[src/rtl/receiver_pkg.sv]
// rtl/receiver_pkg.sv - shared constants, sample type and channel-width helper for the receiver arbiter
package receiver_pkg;

   localparam int DATA_W   = 17;
   localparam int TS_W     = 24;
   localparam int MAX_CH_W = 4;

   typedef struct packed {
      logic [MAX_CH_W-1:0] channel;
      logic [DATA_W-1:0]   data;
      logic [TS_W-1:0]     ts;
   } receiver_sample;

   // channel index width: max(1, clog2(n))
   function automatic int ch_w_of(input int n);
      return (n <= 2) ? 1 : $clog2(n);
   endfunction

endpackage

[src/rtl/rr_priority_picker.sv]
// rtl/rr_priority_picker.sv - combinational round-robin pick over a request vector, starting after last_grant
module rr_priority_picker
   import receiver_pkg::*;
#(
   parameter int N    = 4,
   parameter int CH_W = ch_w_of(N)
) (
   input  logic [N-1:0]    req,
   input  logic [CH_W-1:0] last_grant,
   output logic            grant_valid,
   output logic [CH_W-1:0] grant_idx
);

   logic [CH_W-1:0] cand;

   always_comb begin
      grant_valid = 1'b0;
      grant_idx   = '0;
      cand        = '0;
      // walk from farthest to nearest so the nearest requester after last_grant wins
      for (int k = N; k >= 1; k--) begin
         cand = CH_W'((int'(last_grant) + k) % N);
         if (req[cand]) begin
            grant_valid = 1'b1;
            grant_idx   = cand;
         end
      end
   end

endmodule

[src/rtl/receiver_data_arbiter.sv]
// rtl/receiver_data_arbiter.sv - per-channel sample buffer and round-robin serialiser; RECEIVER_DATA_ARBITER_OVERRUN_CNT_EN adds overrun_count
module receiver_data_arbiter
   import receiver_pkg::*;
#(
   parameter int N_RECEIVERS = 4,
   parameter int DATA_W      = receiver_pkg::DATA_W,
   parameter int TS_W        = receiver_pkg::TS_W,
   localparam int CH_W       = ch_w_of(N_RECEIVERS)
) (
   input  logic                        clk_96MHz,
   input  logic                        reset,
   input  logic                        enable,
   input  logic [N_RECEIVERS-1:0]      data_availible,
   input  logic [N_RECEIVERS*DATA_W-1:0] decoded_data,
   input  logic [N_RECEIVERS*TS_W-1:0] ts_last_data,
   output logic                        out_valid,
   input  logic                        out_ready,
   output logic [CH_W-1:0]             out_channel,
   output logic [DATA_W-1:0]           out_data,
   output logic [TS_W-1:0]             out_ts,
   output logic [N_RECEIVERS-1:0]      overrun,
`ifdef RECEIVER_DATA_ARBITER_OVERRUN_CNT_EN
   output logic [N_RECEIVERS*8-1:0]    overrun_count,
`endif
   input  logic                        overrun_clear
);

   typedef enum logic {IDLE, SEND} state_t;

   state_t                 state_q, state_d;
   logic [N_RECEIVERS-1:0] pending;
   logic [N_RECEIVERS-1:0] capture;
   logic [N_RECEIVERS-1:0] granted;
   logic [N_RECEIVERS-1:0] ovr_event;
   logic [DATA_W-1:0]      hold_data [N_RECEIVERS];
   logic [TS_W-1:0]        hold_ts   [N_RECEIVERS];
   logic [CH_W-1:0]        last_grant;
   logic                   grant_valid;
   logic [CH_W-1:0]        grant_idx;
   logic                   grant;

   rr_priority_picker #(.N(N_RECEIVERS), .CH_W(CH_W)) u_picker (
      .req         (pending),
      .last_grant  (last_grant),
      .grant_valid (grant_valid),
      .grant_idx   (grant_idx)
   );

   // a new grant is taken whenever the output register is empty or being emptied
   assign grant   = grant_valid & ((state_q == IDLE) | out_ready);
   assign capture = enable ? data_availible : '0;

   always_comb begin
      granted = '0;
      for (int i = 0; i < N_RECEIVERS; i++)
         granted[i] = grant && (grant_idx == CH_W'(i));
   end

   // a granted channel's old sample leaves this cycle, so recapturing it is not an overrun
   assign ovr_event = capture & pending & ~granted;

   always_ff @(posedge clk_96MHz or negedge reset) begin
      if (!reset) begin
         pending     <= '0;
         overrun     <= '0;
         last_grant  <= CH_W'(N_RECEIVERS - 1);
         out_channel <= '0;
         out_data    <= '0;
         out_ts      <= '0;
         for (int i = 0; i < N_RECEIVERS; i++) begin
            hold_data[i] <= '0;
            hold_ts[i]   <= '0;
         end
      end else begin
         pending <= capture | (pending & ~granted);
         overrun <= ovr_event | (overrun & ~{N_RECEIVERS{overrun_clear}});
         for (int i = 0; i < N_RECEIVERS; i++) begin
            if (capture[i]) begin
               hold_data[i] <= decoded_data[i*DATA_W +: DATA_W];
               hold_ts[i]   <= ts_last_data[i*TS_W +: TS_W];
            end
         end
         if (grant) begin
            out_channel <= grant_idx;
            out_data    <= hold_data[grant_idx];
            out_ts      <= hold_ts[grant_idx];
            last_grant  <= grant_idx;
         end
      end
   end

   always_ff @(posedge clk_96MHz or negedge reset) begin
      if (!reset) state_q <= IDLE;
      else        state_q <= state_d;
   end

   always_comb begin
      state_d   = state_q;
      out_valid = 1'b0;
      case (state_q)
         IDLE: if (grant) state_d = SEND;
         SEND: begin
            out_valid = 1'b1;
            if (out_ready) state_d = grant ? SEND : IDLE;
         end
         default: state_d = IDLE;
      endcase
   end

`ifdef RECEIVER_DATA_ARBITER_OVERRUN_CNT_EN
   logic [7:0] ovr_cnt [N_RECEIVERS];

   // saturating per-channel counters; an event in the clearing cycle counts as the first
   always_ff @(posedge clk_96MHz or negedge reset) begin
      if (!reset) begin
         for (int i = 0; i < N_RECEIVERS; i++) ovr_cnt[i] <= '0;
      end else begin
         for (int i = 0; i < N_RECEIVERS; i++) begin
            if (ovr_event[i])
               ovr_cnt[i] <= overrun_clear ? 8'd1 : ((ovr_cnt[i] == 8'hFF) ? 8'hFF : ovr_cnt[i] + 8'd1);
            else if (overrun_clear)
               ovr_cnt[i] <= '0;
         end
      end
   end

   always_comb begin
      overrun_count = '0;
      for (int i = 0; i < N_RECEIVERS; i++) overrun_count[i*8 +: 8] = ovr_cnt[i];
   end
`endif

endmodule

[config.mk]
export PLATFORM = sky130hd
export DESIGN_NAME = receiver_data_arbiter
export DESIGN_NICKNAME = d
export VERILOG_FILES = /design/src/rtl/receiver_pkg.sv /design/src/rtl/rr_priority_picker.sv /design/src/rtl/receiver_data_arbiter.sv
export SDC_FILE = /design/constraint.sdc
export NUM_CORES = 1
export LEC_CHECK = 0
export ABC_AREA = 1
export BUFFER_PORTS_ARGS = -buffer_cell sky130_fd_sc_hd__buf_2
export CAP_MARGIN = 20
export CORE_UTILIZATION = 55
export CTS_CLUSTER_DIAMETER = 50
export DETAILED_ROUTE_END_ITERATION = 10
export GPL_TIMING_DRIVEN = 0
export PLACE_DENSITY = 0.91
export SKIP_CTS_REPAIR_TIMING = 1
export SYNTH_ARGS = -nofsm -noshare
export SYNTH_HDL_FRONTEND = slang
export SYNTH_SLANG_ARGS = --single-unit
[constraint.sdc]
create_clock -name clk_96MHz -period 2.1 [get_ports clk_96MHz]
set_clock_uncertainty 0.15 [all_clocks]
set_input_delay 0.21 -clock clk_96MHz [delete_from_list [all_inputs] [get_ports clk_96MHz]]
set_output_delay 0.21 -clock clk_96MHz [all_outputs]
set_load 0.02 [all_outputs]
==> qor.txt <==
Total GRT Usage: 30.3%
YS warnings: 0
switching share of power: 45.7%
GPL Wtd Cong: 0.888
setup ws final: -309 ps
Area Growth Syn to Fin: 46.6%
Placed Area: 11400 sq um
Peak Freq: 0.415 GHz
layout cells sized above 1: 21.8%
fill count: 910
largest net degree at the start of global routing: 122
Pwr per Cell Area: 1750 nW/um^2
Detail Route Antenna Nets: 0
Most used DFF post-synth: dfrtp_1
Slew Limit Fails: 0
vias per cell: 5.81
endpoints failing setup: 51
slowest CP cell: dfstp_2
WP data required: 2320 ps
final net count: 1892
post-synthesis cell count: 1290
crit path capture type: flop
Final Core Density: 83.6%
flops & latches, synth: 218
Netlist cell types: 19
Clock Pin Slew Worst Setup and Hold Paths: 60 ps
Startpoint Class: flop
Syn Std Cell Area: 10000 sq um
most frequent cells after synthesis: 291 x nand2_1, 216 x dfrtp_1, 176 x inv_1, 171 x nand3_1, 169 x nor2_1
first-pass GRT wire length: 43800 microns
EDFF count, synth: 0
post-synth top area share: 54.0%
max incr delay on CP: 590 ps
CTS buffer count: 23
clock share of power: 15.3%
failing checks: setup timing
crit share post-route: 115%
Synth area leaders: dfrtp_1 54%, nand2_1 11%, nand3_1 8.6%
crit path time final: 2410 ps
final hold viol count: 0
MaxCap Viol Count: 0
Die H: 137 microns
Arr. time, crit path: 2630 ps
critical path type: flop to flop
status: complete, but fails checks
DR vias: 11400
CP most frequent cell: nand2_2
RSZ-0062 raised after global routing: true
initial DRC count: 1505
die width: 137 microns
core area: 17500 sq um
most frequent cell after synthesis: nand2_1
Overflow after GRT: 0
Detail Placement HPWL: 19900 microns
Comb pwr share: 62.5%
I/O Buffers: 220
CTS Root Cell: clkbuf_16
Worst VDD drop: 0.00116 V
sequential element share of the synthesized area: 54.6%
worst path cell trace: buf_12, nand2_2, nand2_4, nand2_2, nand2_2, inv_2, nand3_1, o21ai_4, buf_4, nor2_1, nand2_1, nand2_1, o21bai_1
antenna violations before repair: 3
CTS Sinks: 218
Die Area: 18700 sq um
Hold Crit Class: input port to async pin
CP Max Fanout: 6
top-level I/O count: 221
clk_lat worst skew: 510 ps
P_leak: 7.80 nW
vias in the first global route: 9002
register share of total power: 22.2%
Avg Cell Area, Syn: 7.75 sq um
NetSw: 11.7 mW
final instance area: 14700 sq um
# DRC: 0
Rel. slew slack: 48.7%
largest area contributor in the netlist: dfrtp_1
average wire per standard cell: 19.8 microns
Max clock buf depth: 3
Starting Density: 57.0%
share of flip-flops with an asynchronous set or reset: 100%
drt pass-1 iters: 6
Worst-Margin Slew: 770 ps
syn nets: 1463
htree depth: 1
Core Rows: 48
routed wire length: 38800 microns
P_int: 13.9 mW
TritonCTS clock tree: done
[layer usage]
layer  GRT usage, %  routed length (microns)  share of wire (%)  vias to the layer above
met4           11.9                     2640                6.8                        0
met3           4.07                     3780                9.7                      259
met5              0                        0                  0                        -
met1           40.8                    13400                 35                     5374
li1               -                        -                  -                     4873
met2           49.9                    19000                 49                      887
[cell families after synthesis]
logic type | share of synthesized area, %
buffers and inverters | 10.3
AOI/OAI and AO/OA | 9.02
and+or+nand+nor | 26.1
DFF | 54.6
[final timing paths]
| kind | start | to | slack (ps) | depth (start not counted) |
|---|---|---|---|---|
| min | reset | out_ts[4]$_DFFE_PN0P_ | 160 | 2 |
| max | last_grant[0]$_DFFE_PN1P_ | overrun[0]$_DFF_PN0_ | -310 | 13 |
| max reg2reg | last_grant[0]$_DFFE_PN1P_ | overrun[0]$_DFF_PN0_ | -310 | 13 |
| min reg2reg | out_ts[23]$_DFFE_PN0P_ | out_ts[23]$_DFFE_PN0P_ | 320 | 2 |
| min in group clk_96MHz | data_availible[2] | hold_ts[28]$_DFFE_PN0P_ | 180 | 5 |
| max in group asynchronous | reset | out_ts[22]$_DFFE_PN0P_ | 610 | 3 |
[final cells by class]
| cell class | count | area (sq um) | area share [%] |
|---|---|---|---|
| well taps | 225 | 282 | 1.92 |
| multi-input cells | 813 | 3790 | 25.9 |
| inverters | 180 | 691 | 4.71 |
| repair buffers | 404 | 3120 | 21.3 |
| plain buffers | 79 | 612 | 4.17 |
| clock buffers | 34 | 647 | 4.41 |
| diodes | 3 | 7.51 | 0.0512 |
| clock inverters | 5 | 52.6 | 0.358 |
| flip-flops and latches | 218 | 5460 | 37.2 |
[metrics by stage]
stage | setup slack, ps | hold WS [ps] | instances | total power, mW | TNS (ps)
detailed placement | -378 | 132 | 1736 | 16.5 | -14990
CTS | -401 | -391 | 1775 | 20.4 | -16450
finish | -309 | 158 | 1961 | 25.6 | -9770
floorplan | 152 | -236 | 1290 | 13.2 | 0
global route | -437 | 235 | 1961 | 26.9 | -17120
global placement | -2880 | 265 | 1735 | 16.1 | -636770
[power by group through the flow]
| stage | logic, mW | registers (mW) | clock network [mW] |
|---|---|---|---|
| after floorplan | 6.97 | 6.21 | 0 |
| after global placement | 10.5 | 5.65 | 0 |
| after detailed placement | 10.8 | 5.68 | 0 |
| after CTS | 10.9 | 5.62 | 3.87 |
| final | 16.0 | 5.70 | 3.92 |
| after global routing | 17.1 | 5.77 | 4.09 |
[state kept, by name (all words and copies together) (netlist names)]
signal       count
pending          4
out_ts          24
hold_data       68
out_channel      2
last_grant       2
out_data        17
hold_ts         96
state_q          1
overrun          4
[cell usage in the layout (no fill, tap or decap), types with 8 or more instances in the layout]
master,n
buf_1,11
inv_1,175
nand3_1,146
dfrtp_1,216
nor2_1,169
nand2_4,8
buf_4,10
a21oi_1,165
nand2_1,266
dlygate4sd3_1,167
buf_8,8
buf_6,20
buf_2,220
clkbuf_16,33
clkbuf_1,33
nand2_2,19
nand3_2,24
[worst max-delay path: cells and delay by family (launching register included)]
kind                   cells  cell delay [ps]
and+or+nand+nor            8              910
AOI/OAI and AO/OA          2              230
DFF                        1              590
buffers and inverters      3              380
Power figures use the tool's default switching activity.
